==> src/rtl/i2c_master_sequencer.sv <==
// Single-byte I2C master: sequences an external MSB-first shift register and drives SCL/SDA.
// Define I2C_CLK_STRETCH_EN to pause SCL high phases while a slave holds SCL_in low.
module i2c_master_sequencer #(
  parameter int CLK_DIV = 125
) (
  input  logic       CLOCK,
  input  logic       Reset,
  input  logic       Go,
  input  logic       RW,
  input  logic [6:0] SlaveAddr,
  input  logic [7:0] WriteData,
  output logic [7:0] ReadData,
  output logic       Busy,
  output logic       Done,
  output logic       AckError,
  output logic       SCL,
  output logic       SDA_oe,
  input  logic       SDA_in,
  input  logic       SCL_in,
  output logic       WriteLoad,
  output logic       ShiftorHold,
  output logic [7:0] SentData,
  output logic       ShiftIn,
  input  logic       ShiftOut,
  input  logic [7:0] ReceivedData
);

  localparam int DW = (CLK_DIV > 2) ? $clog2(CLK_DIV) : 1;
  localparam logic [DW-1:0] DIV_LAST = DW'(CLK_DIV - 1);

  typedef enum logic [3:0] {
    IDLE, START, LOADA, ABITS, AACK, LOADD, DBITS, DACK, STOP, DONE
  } state_e;

  state_e        stateQ, stateD;
  logic [DW-1:0] divQ, divD;
  logic [1:0]    qtrQ, qtrD;
  logic [2:0]    bitQ, bitD;
  logic          rwQ, rwD;
  logic [6:0]    addrQ, addrD;
  logic [7:0]    dataQ, dataD;
  logic          sampleQ, sampleD;
  logic          ackErrQ, ackErrD;
  logic [7:0]    readDataQ, readDataD;

  logic isBit, quartered, quarterEnd, lastQuarter, stretchHold;

  assign isBit       = (stateQ == ABITS) || (stateQ == AACK) || (stateQ == DBITS) || (stateQ == DACK);
  assign quartered   = isBit || (stateQ == START) || (stateQ == STOP);
  assign quarterEnd  = (divQ == DIV_LAST);
  assign lastQuarter = quarterEnd && (qtrQ == 2'd3);

  // SCL_in is expected to arrive already synchronised to CLOCK.
`ifdef I2C_CLK_STRETCH_EN
  assign stretchHold = ((isBit && qtrQ[1]) || ((stateQ == STOP) && (qtrQ == 2'd1)))
                       && (divQ == '0) && !SCL_in;
`else
  logic unusedSclIn;
  assign unusedSclIn = SCL_in;
  assign stretchHold = 1'b0;
`endif

  always_ff @(posedge CLOCK) begin
    if (Reset) begin
      stateQ    <= IDLE;
      divQ      <= '0;
      qtrQ      <= '0;
      bitQ      <= '0;
      rwQ       <= 1'b0;
      addrQ     <= '0;
      dataQ     <= '0;
      sampleQ   <= 1'b0;
      ackErrQ   <= 1'b0;
      readDataQ <= '0;
    end else begin
      stateQ    <= stateD;
      divQ      <= divD;
      qtrQ      <= qtrD;
      bitQ      <= bitD;
      rwQ       <= rwD;
      addrQ     <= addrD;
      dataQ     <= dataD;
      sampleQ   <= sampleD;
      ackErrQ   <= ackErrD;
      readDataQ <= readDataD;
    end
  end

  always_comb begin
    stateD      = stateQ;
    divD        = divQ;
    qtrD        = qtrQ;
    bitD        = bitQ;
    rwD         = rwQ;
    addrD       = addrQ;
    dataD       = dataQ;
    sampleD     = sampleQ;
    ackErrD     = ackErrQ;
    readDataD   = readDataQ;
    SCL         = 1'b1;
    SDA_oe      = 1'b0;
    WriteLoad   = 1'b0;
    ShiftorHold = 1'b0;
    SentData    = 8'h00;

    if (quartered && !stretchHold) begin
      if (quarterEnd) begin
        divD = '0;
        qtrD = qtrQ + 2'd1;
      end else begin
        divD = divQ + DW'(1);
      end
    end

    if (isBit && (qtrQ == 2'd2) && quarterEnd)
      sampleD = SDA_in;

    case (stateQ)
      IDLE: begin
        if (Go) begin
          rwD     = RW;
          addrD   = SlaveAddr;
          dataD   = WriteData;
          ackErrD = 1'b0;
          stateD  = START;
        end
      end
      START: begin
        SCL    = (qtrQ != 2'd3);
        SDA_oe = qtrQ[1];
        if (lastQuarter) stateD = LOADA;
      end
      LOADA: begin
        SCL       = 1'b0;
        SDA_oe    = 1'b1;
        WriteLoad = 1'b1;
        SentData  = {addrQ, rwQ};
        bitD      = '0;
        stateD    = ABITS;
      end
      ABITS: begin
        SCL    = qtrQ[1];
        SDA_oe = ~ShiftOut;
        if (lastQuarter) begin
          ShiftorHold = 1'b1;
          bitD        = bitQ + 3'd1;
          if (bitQ == 3'd7) stateD = AACK;
        end
      end
      AACK: begin
        SCL = qtrQ[1];
        if (lastQuarter) begin
          if (sampleQ) ackErrD = 1'b1;
          stateD = LOADD;
        end
      end
      // An address NACK still spends this slot so the fixed overhead stays at three cycles.
      LOADD: begin
        SCL = 1'b0;
        if (ackErrQ) begin
          stateD = STOP;
        end else begin
          WriteLoad = 1'b1;
          SentData  = rwQ ? 8'hFF : dataQ;
          bitD      = '0;
          stateD    = DBITS;
        end
      end
      DBITS: begin
        SCL    = qtrQ[1];
        SDA_oe = !rwQ && !ShiftOut;
        if (lastQuarter) begin
          ShiftorHold = 1'b1;
          bitD        = bitQ + 3'd1;
          if (bitQ == 3'd7) stateD = DACK;
        end
      end
      DACK: begin
        SCL = qtrQ[1];
        if (rwQ && (qtrQ == 2'd0) && (divQ == '0))
          readDataD = ReceivedData;
        if (lastQuarter) begin
          if (!rwQ && sampleQ) ackErrD = 1'b1;
          stateD = STOP;
        end
      end
      STOP: begin
        SCL    = (qtrQ != 2'd0);
        SDA_oe = !qtrQ[1];
        if (lastQuarter) stateD = DONE;
      end
      DONE: begin
        stateD = IDLE;
      end
      default: begin
        stateD = IDLE;
      end
    endcase
  end

  assign Busy     = (stateQ != IDLE) && (stateQ != DONE);
  assign Done     = (stateQ == DONE);
  assign AckError = ackErrQ;
  assign ReadData = readDataQ;
  assign ShiftIn  = sampleQ;

endmodule

==> config.mk <==
export PLATFORM = sky130hd
export DESIGN_NAME = i2c_master_sequencer
export DESIGN_NICKNAME = d
export VERILOG_FILES = /design/src/rtl/i2c_master_sequencer.sv
export SDC_FILE = /design/constraint.sdc
export NUM_CORES = 1
export LEC_CHECK = 0
export ABC_CLOCK_PERIOD_IN_PS = 5800
export CAP_MARGIN = 20
export CORE_AREA = 2 2 100 63
export DETAILED_ROUTE_END_ITERATION = 10
export DIE_AREA = 0 0 102 65
export PLACE_DENSITY = 0.77
export SLEW_MARGIN = 20
export SYNTH_ARGS = -nofsm -noshare
export SYNTH_HDL_FRONTEND = slang
export SYNTH_SLANG_ARGS = --single-unit
export TNS_END_PERCENT = 20
==> constraint.sdc <==
create_clock -name CLOCK -period 5.8 [get_ports CLOCK]
set_clock_uncertainty 0.05 [all_clocks]
set_input_delay 1.74 -clock CLOCK [delete_from_list [all_inputs] [get_ports CLOCK]]
set_output_delay 1.74 -clock CLOCK [all_outputs]
set_load 0.01 [all_outputs]
==> flow_summary.ini <==
[global_route]
antenna_found_initial = 0
grt-ovfl-total = 0
grt_max_degree = 38
grt_pass1_wl_um = 9130
grt_pass1_vias = 1945
grtUsageTotal = 0.170

[cts]
cts_htree_levels = 2
cts_hold_buffers = 0
clkSinkCount = 42
clk_latency_ns = 0.28
root_buffer = clkbuf_8
post-cts-setup-buffers = 0
clk_pin_slew_worst_paths_ns = 0.08
clockBufferDepth = 2
cts_tree = done
cts_made_buffers = 5
ctsResizeCount = 0

[setup_path]
arrival_ns = 2.98
cp_num_buf_inv = 2
cpMostUsedCell = clkdlybuf4s50_1
crit_path_start_kind = primary input
r2r_start = stateQ[0]
cp_max_fo = 1
cp_top_family = buffers and inverters
cp_slowest_cell = clkdlybuf4s50_1
setup.worst_path.end_class = primary output
crit_start = ShiftOut
worstPathRequired_ns = 4.01
criticalPathCategory = primary input to primary output
slowest_delay_ns = 0.58
worstPathCellList = clkdlybuf4s50_1, o32ai_1, clkdlybuf4s50_1

[route]
drc = 0
drtIter0Drc = 165
drt-wirelength-per-cell_um = 13.1
wirelength_um = 5320
num_vias = 2081
antenna_left = 0
drt_pre_antenna_iters = 4
vias_per_cell = 5.14

[cells_and_area]
drive_above_1_share = 0.0561
num_antenna_cells = 0
final_nets = 357
fill_cells = 574
area_growth_pct = 31.6
utilization = 0.503

[synth]
netlist.area_leader.share = 0.377
post-synth-top-area-cell = dfxtp_1
synth_area_leaders = dfxtp_1, nand2_1, a21oi_1, mux2i_1, ha_1
syn-instance-count = 277
syn_area_per_cell_um2 = 8.06
synth-async-reset-ratio = 0
syn_area_um2 = 2230
yosysSeqAreaShare = 0.377
synth-edff-count = 0
yosysMostFrequentCell = nand2_1
synth_nets = 314
synth_common_cells = nand2_1, dfxtp_1, a21oi_1
yosys.cell_types.count = 50
yosys_register_bits = 42
yosys_warnings = 0
synth_ff_type = dfxtp_1

[power]
peakVddDrop_uv = 147
p_seq_frac = 0.393
powerDensity_nw_per_um2 = 319
power_leakage_nw = 1.11
clockPowerShare = 0.300
power.switching_w = 0.000298
combinationalPowerShare = 0.307
p_sw_frac = 0.319
p_int_w = 0.000638

[timing]
maxSlewHeadroom = 0.328
hold_viol_final = 0
finalSetupTns_ns = 0
worst_pin_slew_ns = 1.00
min_period_ns = 4.77
finalSetupViolations = 0
fmax_mhz = 210
finalCritPeriodShare = 0.823
drv_slew = 0
rsz0062_at_grt = no

[floorplan]
die-area_um2 = 6630
rows = 22
start_util = 0.383
io_pins = 54
core-area_um2 = 5840
die_y_um = 65
chipWidth_um = 102

[run]
drv_cap = 0

[run_status]
status = finished clean

[placement]
io_buffers = 52
gp_congestion = 0.776
dp_hpwl_um = 3800

[min_path]
hold_start = addrQ[2]
hp-class = flop to flop
worst reg2reg max path: cells and delay by family (launching register included):
family,cells,cell delay (ns)
compound gates,3,1.11
flops,1,0.84
simple gates,1,0.38
power groups by stage:
| stage | Sequential, W | Combinational (W) | Clock (W) |
|---|---|---|---|
| 4_1_cts | 0.000367 | 0.000290 | 0.000288 |
| 5_1_grt | 0.000376 | 0.000320 | 0.000302 |
| 6_report | 0.000368 | 0.000287 | 0.000281 |
| 3_5_place_dp | 0.000374 | 0.000289 | 0 |
| 2_1_floorplan | 0.000344 | 0.000229 | 0 |
| 3_3_place_gp | 0.000371 | 0.000280 | 0 |
state kept, by name, summed over array words and instances, names as in the netlist:
| register | flops |
|---|---|
| AckError | 1 |
| ReadData | 8 |
| ShiftIn | 1 |
| addrQ | 7 |
| bitQ | 3 |
| dataQ | 8 |
| divQ | 7 |
| qtrQ | 2 |
| rwQ | 1 |
| stateQ | 4 |
worst paths after layout:
check / to / slack (ns) / depth (start not counted)
worst max-delay path: SDA_oe / 1.03 / 3
worst min-delay path: addrQ[2] / 0.41 / 2
worst max register to register: stateQ[1] / 3.31 / 4
worst min register to register: addrQ[2] / 0.41 / 2
cells in the final DEF, fill, tap and decap left out, types with 2 or more instances in the layout:
cell type	n
nand2b_1	11
mux2i_1	14
o21a_1	2
xnor2_1	2
ha_1	7
nor2b_1	3
clkdlybuf4s50_1	52
o31ai_1	3
nand2_1	51
nand4_1	3
a21oi_1	28
and2_1	2
nor4bb_1	2
nand3_1	5
o22ai_1	3
nor4b_1	2
or3_1	5
buf_4	2
o21ai_0	13
bufinv_16	2
dfxtp_1	42
clkbuf_8	6
inv_1	8
nor3_1	2
nor2_1	21
or4_1	3
nor4_1	2
a211oi_1	3
area by class of cell:
| cell class | count | area, um2 | share of cell area |
|---|---|---|---|
| Multi-Input combinational cell | 209 | 1280 | 0.437 |
| Sequential cell | 42 | 841 | 0.286 |
| Timing Repair Buffer | 54 | 536 | 0.182 |
| Tap cell | 84 | 105 | 0.0358 |
| Clock buffer | 6 | 82.6 | 0.0281 |
| Clock inverter | 2 | 60.1 | 0.0205 |
| Inverter | 8 | 30.0 | 0.0102 |
cells by family (layout without fill, tap and decap cells):
family,Yosys count,count (layout),share of synthesized area
buffers and inverters,26,70,0.0488
AOI/OAI and AO/OA,63,63,0.178
DFF,42,42,0.377
adders and majority gates,7,7,0.0392
muxes,14,14,0.0628
and+or+nand+nor,122,122,0.283
xor gates and xnor gates,3,3,0.0118
through the flow:
step	area (um2)	setup slack, ns	total power, W	std cells	hold WS (ns)
6_report	2940	1.03	0.000936	405	0.407
5_1_grt	2940	0.860	0.000998	405	0.428
4_1_cts	2940	1.02	0.000945	405	0.409
3_5_place_dp	2790	1.02	0.000663	397	0.397
3_3_place_gp	2790	1.02	0.000651	397	0.392
2_1_floorplan	2230	1.87	0.000574	277	0.387
metal layers:
metal	GRT usage	share of wire	vias to the layer above
li1	-	-	1053
met3	0.0518	0.059	0
met2	0.269	0.45	53
met1	0.236	0.49	975
met4	0.0150	0	0
met5	0	0	-
(Power assumes the default switching activity.)
